**src/rtl/pipe_ctrl_if.sv**
```systemverilog
// Hazard/stall bundle between the datapath and pipe_ctrl.
// master = datapath side (drives hazards), slave = controller side.
interface pipe_ctrl_if #(
    parameter int REG_BUS = 5
);
    logic [REG_BUS-1:0] idRead1;
    logic [REG_BUS-1:0] idRead2;
    logic               idUse1;
    logic               idUse2;
    logic               idBranchTaken;
    logic               exLoad;
    logic [REG_BUS-1:0] exWriteAddr;
    logic               exMduStart;
    logic               memBusy;
    logic [4:0]         stall;
    logic               ifidFlush;
    logic               mduBusy;
    logic               mduDone;
    logic [31:0]        perfStallCnt;

    modport master (
        output idRead1, idRead2, idUse1, idUse2, idBranchTaken,
               exLoad, exWriteAddr, exMduStart, memBusy,
        input  stall, ifidFlush, mduBusy, mduDone, perfStallCnt
    );

    modport slave (
        input  idRead1, idRead2, idUse1, idUse2, idBranchTaken,
               exLoad, exWriteAddr, exMduStart, memBusy,
        output stall, ifidFlush, mduBusy, mduDone, perfStallCnt
    );
endinterface

```
**src/rtl/pipe_ctrl.sv**
```systemverilog
// Five-stage pipeline hazard controller: stall/flush generation and mul/div sequencing.
// Optional stall-cycle counter enabled by defining PIPE_CTRL_PERF_EN.
module pipe_ctrl #(
    parameter int MDU_CYCLES = 32,
    parameter int CNT_W      = 6
) (
    input  logic        clk,
    input  logic        rst,
    pipe_ctrl_if.slave  bus
);
    typedef enum logic {RUN, MDU} state_t;

    localparam logic [4:0] HOLD_LU  = 5'b00011;
    localparam logic [4:0] HOLD_EX  = 5'b00111;
    localparam logic [4:0] HOLD_MEM = 5'b01111;

    state_t           state, state_nxt;
    logic [CNT_W-1:0] cnt, cnt_nxt;
    logic             lu;
    logic [4:0]       stall_c;
    logic             flush_c;
    logic             done_c;

    assign lu = bus.exLoad && (bus.exWriteAddr != '0) &&
                ((bus.idUse1 && (bus.idRead1 == bus.exWriteAddr)) ||
                 (bus.idUse2 && (bus.idRead2 == bus.exWriteAddr)));

    always_ff @(posedge clk or negedge rst) begin
        if (!rst) begin
            state <= RUN;
            cnt   <= '0;
        end else begin
            state <= state_nxt;
            cnt   <= cnt_nxt;
        end
    end

    always_comb begin
        state_nxt = state;
        cnt_nxt   = cnt;
        stall_c   = '0;
        flush_c   = 1'b0;
        done_c    = 1'b0;
        case (state)
            RUN: begin
                if (bus.exMduStart) begin
                    stall_c   = HOLD_EX;
                    state_nxt = MDU;
                    cnt_nxt   = CNT_W'(MDU_CYCLES - 1);
                end else if (lu) begin
                    stall_c = stall_c | HOLD_LU;
                end else if (bus.idBranchTaken && !bus.memBusy) begin
                    flush_c = 1'b1;
                end
            end
            MDU: begin
                // Terminal count waits for the memory port so the result is never dropped.
                if (cnt != '0) begin
                    stall_c = stall_c | HOLD_EX;
                    cnt_nxt = cnt - CNT_W'(1);
                end else if (!bus.memBusy) begin
                    done_c    = 1'b1;
                    state_nxt = RUN;
                end
            end
            default: state_nxt = RUN;
        endcase
        if (bus.memBusy) stall_c = stall_c | HOLD_MEM;
    end

    // Outputs are forced low for the whole time reset is asserted.
    assign bus.stall     = rst ? stall_c : '0;
    assign bus.ifidFlush = rst & flush_c;
    assign bus.mduBusy   = rst & (state == MDU);
    assign bus.mduDone   = rst & done_c;

`ifdef PIPE_CTRL_PERF_EN
    logic [31:0] perf_q;

    always_ff @(posedge clk or negedge rst) begin
        if (!rst)           perf_q <= '0;
        else if (stall_c[0]) perf_q <= perf_q + 32'd1;
    end

    assign bus.perfStallCnt = perf_q;
`else
    assign bus.perfStallCnt = '0;
`endif
endmodule

```
**src/flat_wrapper.sv**
```systemverilog
// flat-port wrapper written by rule: the top's interface ports become plain ports
module pipe_ctrl_flat 
#(
    parameter int MDU_CYCLES = 32,
    parameter int CNT_W      = 6
)
  (clk, rst, bus_idRead1, bus_idRead2, bus_idUse1, bus_idUse2, bus_idBranchTaken, bus_exLoad, bus_exWriteAddr, bus_exMduStart, bus_memBusy, bus_stall, bus_ifidFlush, bus_mduBusy, bus_mduDone, bus_perfStallCnt);
  pipe_ctrl_if bus_i ();
  input  logic clk;
  input  logic rst;
  input wire logic [$bits(bus_i.idRead1)-1:0] bus_idRead1;
  input wire logic [$bits(bus_i.idRead2)-1:0] bus_idRead2;
  input wire logic [$bits(bus_i.idUse1)-1:0] bus_idUse1;
  input wire logic [$bits(bus_i.idUse2)-1:0] bus_idUse2;
  input wire logic [$bits(bus_i.idBranchTaken)-1:0] bus_idBranchTaken;
  input wire logic [$bits(bus_i.exLoad)-1:0] bus_exLoad;
  input wire logic [$bits(bus_i.exWriteAddr)-1:0] bus_exWriteAddr;
  input wire logic [$bits(bus_i.exMduStart)-1:0] bus_exMduStart;
  input wire logic [$bits(bus_i.memBusy)-1:0] bus_memBusy;
  output wire logic [$bits(bus_i.stall)-1:0] bus_stall;
  output wire logic [$bits(bus_i.ifidFlush)-1:0] bus_ifidFlush;
  output wire logic [$bits(bus_i.mduBusy)-1:0] bus_mduBusy;
  output wire logic [$bits(bus_i.mduDone)-1:0] bus_mduDone;
  output wire logic [$bits(bus_i.perfStallCnt)-1:0] bus_perfStallCnt;
  assign bus_i.idRead1 = bus_idRead1;
  assign bus_i.idRead2 = bus_idRead2;
  assign bus_i.idUse1 = bus_idUse1;
  assign bus_i.idUse2 = bus_idUse2;
  assign bus_i.idBranchTaken = bus_idBranchTaken;
  assign bus_i.exLoad = bus_exLoad;
  assign bus_i.exWriteAddr = bus_exWriteAddr;
  assign bus_i.exMduStart = bus_exMduStart;
  assign bus_i.memBusy = bus_memBusy;
  assign bus_stall = bus_i.stall;
  assign bus_ifidFlush = bus_i.ifidFlush;
  assign bus_mduBusy = bus_i.mduBusy;
  assign bus_mduDone = bus_i.mduDone;
  assign bus_perfStallCnt = bus_i.perfStallCnt;
  pipe_ctrl #(.MDU_CYCLES(MDU_CYCLES), .CNT_W(CNT_W)) u_core (.clk(clk), .rst(rst), .bus(bus_i));
endmodule
```
**config.mk**
```make
export PLATFORM = sky130hd
export DESIGN_NAME = pipe_ctrl_flat
export DESIGN_NICKNAME = d
export VERILOG_FILES = /design/src/rtl/pipe_ctrl_if.sv /design/src/rtl/pipe_ctrl.sv /design/src/flat_wrapper.sv
export SDC_FILE = /design/constraint.sdc
export NUM_CORES = 1
export LEC_CHECK = 0
export BUFFER_PORTS_ARGS = -buffer_cell sky130_fd_sc_hd__buf_4
export CAP_MARGIN = 20
export CORE_ASPECT_RATIO = 1.4
export CORE_MARGIN = 2
export CORE_UTILIZATION = 41
export CTS_BUF_LIST = sky130_fd_sc_hd__clkbuf_2 sky130_fd_sc_hd__clkbuf_4 sky130_fd_sc_hd__clkbuf_8
export DETAILED_ROUTE_END_ITERATION = 8
export PLACE_DENSITY_LB_ADDON = 0.05
export SKIP_LAST_GASP = 1
export SYNTH_ARGS = -nofsm -noshare
export SYNTH_HDL_FRONTEND = slang
export SYNTH_SLANG_ARGS = --single-unit
```
**constraint.sdc**
```tcl
create_clock -name clk -period 2.6 [get_ports clk]
set_input_delay 0.52 -clock clk [delete_from_list [all_inputs] [get_ports clk]]
set_output_delay 0.52 -clock clk [all_outputs]
set_load 0.02 [all_outputs]
```
== Word level (Yosys, flattened, before mapping) ==
Cells that the tools add are included.
Storage, ports and cells
  memories: 0
  memory bits (writable): 0
  flip-flop bits (word level): 7
  output and inout bits: 40
  bits in read-only memories: 0
  bits in latches: 0
Operators by class
  reductions and logical operators: 10
  $mul: 0
  div/mod/pow operators: 0
  multiplexer cells: 20
  add/subtract/negate cells: 1
  equality and inequality tests: 4
  shift-type cells: 0
  $lt $le $gt $ge: 0
  bitwise operators: 4
Operators by type and width (number)
  6-bit two-way mux: 2
  6-bit case mux with 2 select lines: 1
  5-bit == test: 2
  1-bit two-way mux: 10
  5-bit two-way mux: 2
  5-bit case mux with 2 select lines: 1
  6-bit nonzero test: 1
  6-bit by 1-bit subtractor with 6-bit output, second input constant: 1
  1-bit logical AND: 5
  5-bit nonzero test: 1
  4-bit two-way mux: 1
  2-bit != test, second input constant: 2
  1-bit AND: 3
  3-bit two-way mux: 1
  2-bit two-way mux: 1
  1-bit case mux with 2 select lines: 1
  2-bit AND reduction: 1
  1-bit logical NOT: 1
  1-bit logical OR: 1
  1-bit inverter: 1

== Longest topological paths before layout ==
  word-level depth: 9
  depth in mapped cells: 7
  depth with buffers taken out: 6

== Worst setup path after synthesis ==
No wires, ideal clock.
  kind: input-to-output
  start: input port bus_exWriteAddr[4]
  end: output port bus_stall[1]
  buffers on the path: 1
  required time: 2.080 ns
  data arrival time: 1.905 ns
  stages: 5
  setup slack: 0.175 ns
  path through: xor2_1 > nor4_2 > a32oi_1 > o41ai_2 > buf_4
On the way
  cells in the longest elaborated chain, start to end: 9
  elaborated cells on any way between the ends: 13
  those cells by class: eq/ne (2); mux (5); reduce/logical (6)
Ends and longest elaborated chain
  start, declared: line flat_wrapper.sv:17  | input wire logic [$bits(bus_i.exWriteAddr)-1:0] bus_exWriteAddr;
  5-bit == test (on tied branches): line pipe_ctrl.sv:25, pipe_ctrl.sv:26
  1-bit logical AND (on tied branches): line pipe_ctrl.sv:25, pipe_ctrl.sv:26
  1-bit logical OR: line pipe_ctrl.sv:25  | ((bus.idUse1 && (bus.idRead1 == bus.exWriteAddr)) ||
  1-bit logical AND (*): line pipe_ctrl.sv:24  | assign lu = bus.exLoad && (bus.exWriteAddr != '0) &&
  2-bit two-way mux (*): line pipe_ctrl.sv:50  | end else if (lu) begin
  5-bit two-way mux (*): line pipe_ctrl.sv:46  | if (bus.exMduStart) begin
  5-bit case mux with 2 select lines (*): line pipe_ctrl.sv:44  | case (state)
  4-bit two-way mux (*): line pipe_ctrl.sv:68  | if (bus.memBusy) stall_c = stall_c | HOLD_MEM;
  5-bit two-way mux (*): line pipe_ctrl.sv:72  | assign bus.stall = rst ? stall_c : '0;
  end, declared: line flat_wrapper.sv:20  | output wire logic [$bits(bus_i.stall)-1:0] bus_stall;
Every way passes the cells marked *; elsewhere a longest branch is shown, timed or not.

== Worst setup path after layout ==
  start: register u_core.cnt[0]
  end: output port bus_stall[0]
On the way
  cells in the longest elaborated chain, start to end: 5
Ends and longest elaborated chain
  start, declared: line pipe_ctrl.sv:18  | logic [CNT_W-1:0] cnt, cnt_nxt;
  start signal, assigned: line pipe_ctrl.sv:34  | cnt <= cnt_nxt;
  6-bit nonzero test: line pipe_ctrl.sv:58  | if (cnt != '0) begin
  3-bit two-way mux: line pipe_ctrl.sv:58
  5-bit case mux with 2 select lines: line pipe_ctrl.sv:44
  4-bit two-way mux: line pipe_ctrl.sv:68
  5-bit two-way mux: line pipe_ctrl.sv:72
No other way between the ends.

==> results.sh <==
export IMPL_antenna_found_initial=0
export IMPL_io_pins=63
export IMPL_wl_per_cell_um=11.1
export IMPL_route_met2_wl_um=902
export IMPL_skew_ns=0.00134
export IMPL_swShare=0.430
export IMPL_fin_cells=156
export IMPL_clk_latency_ns=0.25
export IMPL_postRouteAntennaNets=0
export IMPL_grt_pass1_vias=662
export IMPL_antennaDiodeCount=0
export IMPL_whs_ns=0.0876
export IMPL_clk_transition_reported_paths_ns=0.05
export IMPL_hpwlAfterDp_um=1500
export IMPL_synth_cell_types=36
export IMPL_yosys_area_top_type="buf_4"
export IMPL_timing_critical_path_arrival_ns=1.90
export IMPL_cts_buffer_depth=2
export IMPL_worstPathRequired_ns=2.08
export IMPL_worst_setup_path_type="register to output port"
export IMPL_final_nets=160
export IMPL_netlist_area_um2=845
export IMPL_power_frac_clock=0.165
export IMPL_p_leak_uw=0.000514
export IMPL_yosysSeqAreaShare=0.207
export IMPL_dr_wl_met3_um=184
export IMPL_drv_slew=0
export IMPL_layout_min_cycle_time_ns=2.42
export IMPL_rows=19
export IMPL_final_core_util=0.510
export IMPL_seq_power_share=0.334
export IMPL_vias_per_cell=4.49
export IMPL_timing_final_crit_share=0.929
export IMPL_core_area_um2=1950
export IMPL_hold_viol=0
export IMPL_status="finished clean"
export IMPL_drtIter0Drc=5
export IMPL_first_pass_iters=3
export IMPL_grt_max_degree=12
export IMPL_drc=0
export IMPL_syn_avg_cell_area_um2=8.20
export IMPL_maxCapViolations=0
export IMPL_layout_drive_gt1_share=0.296
export IMPL_start_util=0.433
export IMPL_total_power_uw=662
export IMPL_synth_top_cell_area_share=0.302
export IMPL_cts_root_buffer="clkbuf_4"
export IMPL_overflow=0
export IMPL_place_inst=152
export IMPL_via_count=700
export IMPL_synth_area_leaders="buf_4 30%, dfrtp_1 21%, xor2_1 8.3%"
export IMPL_area_growth_pct=17.8
export IMPL_cellInternalPower_uw=377
export IMPL_pwr_share_comb=0.501
export IMPL_endpoint_kind="output port"
export IMPL_cts_buffers=3
export IMPL_rsz0062_at_grt="no"
export IMPL_synth_seq_cells=7
export IMPL_htreeDepth=1
export IMPL_crit_path_max_fanout=4
export IMPL_place_gp_congestion=0.774
export IMPL_grt_first_pass_wirelength_um=2790
export IMPL_cts_tree="yes"
export IMPL_hold_buffers=0
export IMPL_met1_length_um=636
export IMPL_p_sw_uw=285
export IMPL_clock_sinks=7
export IMPL_setup_violations=0
export IMPL_synth_warnings=0
export IMPL_synthCells=103
export IMPL_irDropWorstVdd_mv=0.362
export IMPL_die_width_um=42.4
export IMPL_top_layer="met4"
export IMPL_cellPowerDensity_nw_per_um2=666
export IMPL_tns_ns=0
export IMPL_startpoint_type="register"
export IMPL_clock_fmax_mhz=414
export IMPL_min_path_type="input pin to asynchronous set/reset pin"
export IMPL_portBuffers=29
export IMPL_routed_wl_um=1730
export IMPL_die_y_um=57.7
export IMPL_grt_usage=0.147
export IMPL_dieArea_um2=2440
-- sequential cells by signal (all words and copies together) (netlist names) --
signal / flops
u_core.state: 1
u_core.cnt: 6
-- per-layer routing --
layer  global-route usage  vias up
li1                     -      350
met1                0.163      313
met2                0.268       35
met4               0.0491        0
met3               0.0374        2
met5                    0        -
-- cell usage in the layout (no fill, tap or decap), types with 2 or more instances in the layout --
| cell type | count |
|---|---|
| conb_1 | 33 |
| buf_4 | 31 |
| xor2_1 | 8 |
| nor2_1 | 7 |
| dfrtp_1 | 7 |
| inv_1 | 6 |
| nand2_1 | 4 |
| clkbuf_4 | 4 |
| nor3_1 | 3 |
| a31oi_1 | 2 |
| xnor2_1 | 2 |
| nor4_1 | 2 |
| and2_1 | 2 |
| a21oi_1 | 2 |
-- per-stage QoR --
step | setup WS, ns | instance area (um^2)
CTS | 0.0659 | 995
finish | 0.184 | 995
global route | 0.0145 | 995
global placement | 0.274 | 965
detailed placement | 0.254 | 965
floorplan | 0.175 | 965
-- worst max-delay path, stage by stage, from the launching register on --
cell     delay (ns)
dfrtp_1        0.40
inv_1          0.07
ha_1           0.20
nor3b_2        0.32
a31oi_1        0.16
o21ai_1        0.21
o41ai_2        0.12
buf_4          0.17
-- cell families (layout without fill, tap and decap cells) --
logic type | Yosys count | count (layout) | share of synthesized area
buffers and inverters | 41 | 41 | 0.333
and+or+nand+nor | 28 | 28 | 0.190
AOI/OAI and AO/OA | 14 | 14 | 0.133
xor gates and xnor gates | 10 | 10 | 0.104
DFF | 7 | 7 | 0.207
adders and majority gates | 1 | 1 | 0.0148
other | 1 | 33 | 0.00444
muxes | 1 | 1 | 0.0133
-- worst paths after layout --
kind | startpoint | to | slack [ns] | cells after the start
worst min register to register | u_core.cnt[0] | u_core.cnt[0] | 0.53 | 1
min in group clk | u_core.cnt[0] | u_core.cnt[0] | 0.53 | 1
max in group asynchronous | rst | u_core.state | 2.38 | 1
worst max register to register | u_core.cnt[0] | u_core.cnt[1] | 0.95 | 6
worst max-delay path | u_core.cnt[0] | bus_stall[0] | 0.18 | 7
worst min-delay path | rst | u_core.cnt[2] | 0.09 | 1
-- power groups by stage --
stage | Combinational [uW] | Sequential, uW | Clock, uW
after floorplan | 289 | 206 | 0
after global placement | 325 | 222 | 0
after detailed placement | 334 | 222 | 0
after CTS | 336 | 221 | 113
after global routing | 382 | 230 | 119
final | 332 | 221 | 110
-- synth_stat cells --
| cell type | number |
|---|---|
| o211ai_1 | 1 |
| o21ai_0 | 1 |
| dfrtp_1 | 7 |
| xor2_1 | 8 |
| a31oi_1 | 2 |
| ha_1 | 1 |
| nand3_1 | 1 |
| nand2_2 | 1 |
| nand2_1 | 4 |
| o221ai_1 | 1 |
| xnor2_1 | 2 |
| inv_1 | 6 |
| and2_1 | 2 |
| nor2_1 | 7 |
| a21oi_1 | 2 |
| nor4_2 | 1 |
| mux2_1 | 1 |
| clkbuf_1 | 1 |
| buf_4 | 34 |
| nor3_1 | 3 |
| a41o_1 | 1 |
| o22ai_1 | 1 |
| nor4_1 | 2 |
| nand3b_1 | 1 |
| nand2b_1 | 1 |
| o2111a_1 | 1 |
| or3_1 | 1 |
| nor4b_1 | 1 |
| o21ai_2 | 1 |
| o41ai_2 | 1 |
| a22oi_1 | 1 |
| nor3b_2 | 1 |
| or4_1 | 1 |
| a32oi_1 | 1 |
| conb_1 | 1 |
| and2_0 | 1 |
-- area by class of cell --
type	instances	area, um^2
sequential	7	175
tap	21	26.3
fill	203	955
multi-input combinational	87	508
inverter	6	22.5
clock buffer	4	30.0
timing repair buffer	31	233
-- what timing repair did --
action | 4_1_cts | 5_1_grt
buffers inserted | 0 | 0
endpoints found under the setup margin | 0 | 3
gates resized for setup | 0 | 1
Power figures use the tool's default switching activity.
